`config.mk`:
```
export PLATFORM = sky130hd
export DESIGN_NAME = fetch_unit
export DESIGN_NICKNAME = d
export VERILOG_FILES = /design/src/rtl/fetch_unit.sv
export SDC_FILE = /design/constraint.sdc
export NUM_CORES = 1
export LEC_CHECK = 0
export BUFFER_PORTS_ARGS = -buffer_cell sky130_fd_sc_hd__buf_2
export CORE_ASPECT_RATIO = 0.8
export CORE_UTILIZATION = 57
export CTS_BUF_LIST = sky130_fd_sc_hd__clkbuf_8 sky130_fd_sc_hd__clkbuf_16
export DETAILED_ROUTE_END_ITERATION = 6
export PLACE_DENSITY = 0.86
export SYNTH_ARGS = -nofsm -noshare
export SYNTH_HDL_FRONTEND = slang
export SYNTH_SLANG_ARGS = --single-unit
```
`constraint.sdc`:
```
create_clock -name clk -period 3.5 [get_ports clk]
set_input_delay 0.7 -clock clk [delete_from_list [all_inputs] [get_ports clk]]
set_output_delay 0.7 -clock clk [all_outputs]
set_load 0.05 [all_outputs]
```
`src/rtl/fetch_unit.sv`:
```
// Program counter and instruction register for the SISC datapath.
// Fetches 32-bit instructions over a req/ack handshake with a bounded wait.
module fetch_unit #(
    parameter int unsigned     PC_W     = 16,
    parameter logic [PC_W-1:0] RESET_PC = '0,
    parameter int unsigned     TIMEOUT  = 15
) (
    input  logic            clk,
    input  logic            rst_f,
    input  logic            pc_rst,
    input  logic            pc_write,
    input  logic            pc_sel,
    input  logic            br_sel,
    input  logic            ir_load,
    output logic            imem_req,
    output logic [PC_W-1:0] imem_addr,
    input  logic [31:0]     imem_rdata,
    input  logic            imem_ack,
    output logic [PC_W-1:0] pc_out,
    output logic [31:0]     ir_out,
    output logic [3:0]      opcode,
    output logic [3:0]      mm,
    output logic            fetch_busy,
    output logic            fetch_err
);

    typedef enum logic [0:0] {StIdle, StWait} state_e;

    localparam logic [7:0] CntLast = 8'(TIMEOUT - 1);

    state_e          state_q, state_d;
    logic [PC_W-1:0] pc_q, pc_d;
    logic [PC_W-1:0] addr_q, addr_d;
    logic [31:0]     ir_q, ir_d;
    logic            req_q, req_d;
    logic            err_q, err_d;
    logic [7:0]      cnt_q, cnt_d;

    logic [PC_W-1:0] rel_off;
    logic [PC_W-1:0] br_target;
    logic [PC_W-1:0] addr_inc;

    // Signed size cast sign-extends (or truncates) the 16-bit offset to PC_W.
    assign rel_off   = PC_W'($signed(ir_q[15:0]));
    assign br_target = br_sel ? ir_q[PC_W-1:0] : pc_q + rel_off;
    assign addr_inc  = addr_q + PC_W'(1);

    always_comb begin
        state_d = state_q;
        pc_d    = pc_q;
        addr_d  = addr_q;
        ir_d    = ir_q;
        req_d   = req_q;
        err_d   = err_q;
        cnt_d   = cnt_q;

        if (pc_rst) begin
            // Soft reset keeps the sticky error so the FSM can still inspect it.
            state_d = StIdle;
            pc_d    = RESET_PC;
            addr_d  = RESET_PC;
            ir_d    = '0;
            req_d   = 1'b0;
            cnt_d   = '0;
        end else begin
            unique case (state_q)
                StIdle: begin
                    if (ir_load) begin
                        addr_d  = pc_q;
                        req_d   = 1'b1;
                        cnt_d   = '0;
                        state_d = StWait;
                    end else if (pc_write && pc_sel) begin
                        pc_d = br_target;
                    end
                end
                StWait: begin
                    if (imem_ack) begin
                        ir_d    = imem_rdata;
                        pc_d    = addr_inc;
                        req_d   = 1'b0;
                        state_d = StIdle;
                    end else if (cnt_q == CntLast) begin
                        ir_d    = '0;
                        pc_d    = addr_inc;
                        err_d   = 1'b1;
                        req_d   = 1'b0;
                        state_d = StIdle;
                    end else begin
                        cnt_d = cnt_q + 8'd1;
                    end
                end
                default: begin
                    state_d = StIdle;
                    req_d   = 1'b0;
                end
            endcase
        end
    end

    always_ff @(posedge clk or negedge rst_f) begin
        if (!rst_f) begin
            state_q <= StIdle;
            pc_q    <= RESET_PC;
            addr_q  <= RESET_PC;
            ir_q    <= '0;
            req_q   <= 1'b0;
            err_q   <= 1'b0;
            cnt_q   <= '0;
        end else begin
            state_q <= state_d;
            pc_q    <= pc_d;
            addr_q  <= addr_d;
            ir_q    <= ir_d;
            req_q   <= req_d;
            err_q   <= err_d;
            cnt_q   <= cnt_d;
        end
    end

    assign imem_req   = req_q;
    assign fetch_busy = req_q;
    assign imem_addr  = addr_q;
    assign pc_out     = pc_q;
    assign ir_out     = ir_q;
    assign fetch_err  = err_q;
    assign opcode     = ir_q[31:28];
    assign mm         = ir_q[27:24];

endmodule
```
-- After elaboration in Yosys (flattened, before gate mapping)
Index checks and enable logic that the tools add are counted.
- bits in registers: 75
- input bits: 40
- output and inout bits: 75
- word-level logic and storage cells: 60
- add/sub/neg operators: 3
- equal/unequal tests: 8
- multiplexer cells: 29
- bitwise logic cells: 3
- reduce and logical (&&, ||, !) cells: 10
- operators with widths (kind ; count):
    $mux W16 ; 9
    $mux W32 ; 4
    $mux W8 ; 4
    $pmux W16 S2 ; 1
    $add A16 B1 Y16 const B ; 1
    $add A16 B16 Y16 ; 1
    $pmux W8 S2 ; 1
    $ne A3 B3 Y1 const B ; 5
    $add A8 B1 Y8 const B ; 1
    $eq A8 B4 Y1 const B ; 1
    $mux W1 ; 8
    $reduce_and A2 Y1 ; 3
    $reduce_and A3 Y1 ; 2
    $ne A4 B3 Y1 const B ; 1
    $pmux W1 S2 ; 2
    $reduce_and A4 Y1 ; 1
    $reduce_bool A2 Y1 ; 2
    $not A1 Y1 ; 3
    $reduce_bool A3 Y1 ; 1
    $ne A2 B2 Y1 const B ; 1
    $logic_and A1 B1 Y1 ; 1

-- Logic depth before layout (Yosys ltp)
- word-level depth: 6
- mapped depth: 10
- mapped depth without buffers: 10

-- Worst setup path after synthesis
OpenSTA, ideal clock, no wires.
- path type: register to register
- start point: register ir_q[0] (netlist: ir_out[0])
- end point: register pc_q[12] (netlist: pc_out[12])
- setup time: 126 ps
- arrival: 2537 ps
- data required time: 3374 ps
- path slack: 836 ps
- cell stages (with the launch flop): 11
- path buffers: 0
- clock period less this slack: 2664 ps
- cells stage by stage: dfrtp_1 -> ha_1 -> inv_1 -> fa_1 -> nand2b_1 -> a2111oi_0 -> nor2_1 -> o211ai_1 -> o21ai_0 -> a211oi_1 -> o21ai_1
- cells in the longest elaborated chain, start to end: 6
- ends and longest elaborated chain (what ; RTL line ; text):
    start: declaration ; 34 ; logic [31:0] ir_q, ir_d;
    start signal: assignment ; 114 ; ir_q <= ir_d;
    $add A16 B16 Y16 ; 45 ; assign br_target = br_sel ? ir_q[PC_W-1:0] : pc_q + rel_off;
    $mux W16 ; 45 ;
    $mux W16 ; 73 ; end else if (pc_write && pc_sel) begin
    $mux W16 ; 68 ; if (ir_load) begin
    $pmux W16 S2 ; 66 ; unique case (state_q)
    $mux W16 ; 57 ; if (pc_rst) begin
    end signal: assignment ; 112 ; pc_q <= pc_d;
    end: declaration ; 32 ; logic [PC_W-1:0] pc_q, pc_d;
No other way between the ends. The select of a mux whose other input is x is not followed.
A chain may end at the register's enable or synchronous reset.

-- Worst setup path in the final report
- start point: register pc_q[0] (netlist: pc_out[0])
- end point: register pc_q[12] (netlist: pc_out[12])
- cells in the longest elaborated chain, start to end: 6
- ends and longest elaborated chain (what ; RTL line):
    $add A16 B16 Y16 ; 45
    $mux W16 ; 45
    $mux W16 ; 73
    $mux W16 ; 68
    $pmux W16 S2 ; 66
    $mux W16 ; 57
No other way between the ends. The select of a mux whose other input is x is not followed.

==> out/metrics.yaml <==
ys_ff_latch: 75
syn_inst: 457
dpl.hpwl_um: 7790
rows: 27
period_needed_ns: 2.601
outcome: "complete, no violations"
power.density_nw_per_um2: 416.9
area_delta_synth_final_pct: 17.68
path_buf_inv: 1
grt_max_degree: 76
timing.final.crit_share_pct: 74.32
n_antenna_cell: 0
cp_data_arrival_time_ns: 2.83
tns_ns: 0
whs_ns: 0.4782
num_vias: 3991
ys_seq_area_share_pct: 43.83
die_h_um: 79.52
drc: 0
grt_overflow: 0
synth_edf_count: 0
worstPathMaxFanout: 5
ys_types: 56
synth_ff_type: "dfrtp_1"
layout_common_cells: "113 x buf_2, 75 x dfrtp_1, 65 x nand2_1"
r2r_slack_ns: 0.90
final_common_cell: "buf_2"
cts_tree: "built"
worst_setup_hold_path_clk_slew_ns: 0.08
die_area_sq_um: 7865
switching_share_pct: 34.10
maxSlewViolCount: 0
worstReg2RegEnd: "pc_out[12]"
drt_iter0_markers: 300
grt_pass1_wl_um: 18170
cp_top_family: "compound AO/OA/AOI/OAI gates"
maxSlewHeadroom_pct: 38.67
slowest_delay_ns: 0.40
synth_fp_nets: 516
synth_area_per_cell_sq_um: 9.369
clock-sinks: 75
p_comb_share_pct: 22.9
finalSetupViolCount: 0
ant_nets: 0
critPathRequiredTime_ns: 3.73
core_sq_um: 7061
cap_viol_max_count: 0
syn_area_sq_um: 4282
fmax_ghz: 0.3844
clk_latency_ns: 0.36
io_buffers: 114
path_cells: "ha_1 -> inv_1 -> fa_1 -> nand2b_1 -> a2111oi_0 -> nor2_1 -> o211ai_1 -> o21ai_0 -> a211oi_1 -> o21ai_1"
nets: 614
start_kind: "flip-flop"
p_seq_share_pct: 45.6
internal_power_mw: 1.384
pwr-share-clk_pct: 31.5
clockBufferDepth: 2
drive_gt1_share_pct: 25.94
rsz0062_at_grt: "no"
cts-root-buf: "clkbuf_8"
startpoint: "pc_out[0]"
cp_slowest_cell: "dfrtp_1"
p_switching_uw: 716.2
vdd_drop_max_mv: 0.2049
drt-vias-per-instance: 6.178
reg2reg_from: "pc_out[0]"
async_flop_share_pct: 100.0
cts_setup_buffers: 0
hold_viol: 0
wl_um: 11180
routedWlPerCell_um: 17.31
cts_resized: 0
tightest_slew_ns: 0.9200
p_leak_nw: 2.522
grt_pass1_vias: 3791
grt_use_total_pct: 30.00
yosysWarningCount: 0
antenna_found_initial: 0
gp_congestion: 0.8965
clock_skew_ns: 0.01167
worstSetupPathType: "flip-flop to flip-flop"
start_util_pct: 60.64
cts_buffers: 9
rr_worst_depth: 10
worstSetupEndpointType: "flip-flop"
hp-class: "input pin to async pin"
cts-htree-levels: 3
die_w_um: 98.90
dr.pass1.iters: 5
top_level_ports: 115
hold_buffers: 0
## synthesized netlist by cell type (all sizes together), types with 2 or more instances
library cell	number	area share, %
o221ai	4	0.82
nand2	65	5.7
and3	5	0.73
o21ai	26	3.1
and4	2	0.41
a21o	2	0.35
a31oi	2	0.29
nor2	29	2.5
nor2b	7	1.2
nand3	10	1.2
nand2b	3	0.44
a21oi	44	5.2
ha	18	5.3
a22o	35	7.2
mux2	3	0.79
o31ai	3	0.53
xnor2	10	2.0
clkbuf	18	1.6
nand4	5	0.73
o211ai	4	0.70
a32o	3	0.70
a21boi	2	0.35
nor3	9	1.1
inv	13	1.1
a2111oi	3	1.1
a211oi	6	1.1
xor2	18	3.7
buf	15	2.3
dfrtp	75	44
## flip-flops by register name (all words and copies together) (netlist names)
name and cells:
imem_addr 16, pc_out 16, fetch_err 1, state_q 1, cnt_q 8, fetch_busy 1
ir_out 32
## metal layers
layer / share of wire, % / wire (um) / track usage, %
met5: 0 / 0 / 0
met4: 2.4 / 265 / 12.09
met3: 8.7 / 970 / 9.194
met2: 48 / 5354 / 48.04
met1: 41 / 4592 / 38.14
## area by class of cell
cell class,instances,area [sq um]
inverters,13,48.80
multi-input cells,336,2193
well taps,87,108.9
fillers,562,2022
clock inverters,5,55.05
repair buffers,120,618.1
clock buffers,10,137.6
flip-flops and latches,75,1877
## cells by family after synthesis
family	Yosys count	synth area share, %
DFF	75	43.83
buffers and inverters	46	5.055
and+or+nand+nor	143	15.46
adders and majority gates	19	5.728
AOI/OAI and AO/OA	142	23.17
muxes	4	1.023
xor gates and xnor gates	28	5.728
## through the flow
stage / area [sq um] / utilization, % / setup WS, ns / power (mW) / instances
3_5_place_dp: 4846 / 68.63 / 0.9714 / 1.448 / 631
3_3_place_gp: 4846 / 68.63 / 1.063 / 1.436 / 631
6_report: 5039 / 71.36 / 0.8988 / 2.101 / 646
2_1_floorplan: 4282 / - / 0.8364 / 1.311 / 457
5_1_grt: 5039 / 71.36 / 0.7011 / 2.189 / 646
4_1_cts: 5039 / 71.36 / 0.9534 / 2.102 / 646
## power by group through the flow
stage          Clock [mW]  Sequential, mW  Combinational, mW
6_report            0.662           0.958              0.481
5_1_grt             0.711           0.964              0.514
3_5_place_dp            0           0.972              0.476
2_1_floorplan           0            1.10              0.211
4_1_cts             0.667           0.956              0.478
3_3_place_gp            0           0.971              0.465
## worst max path at each step
| stage | to | depth (start not counted) |
|---|---|---|
| after global routing | pc_out[12] | 10 |
| after global placement | pc_out[12] | 10 |
| after CTS | pc_out[12] | 10 |
| final | pc_out[12] | 10 |
| after detailed placement | pc_out[12] | 10 |
| after floorplan | pc_out[12] | 10 |
Power figures use the tool's default switching activity.
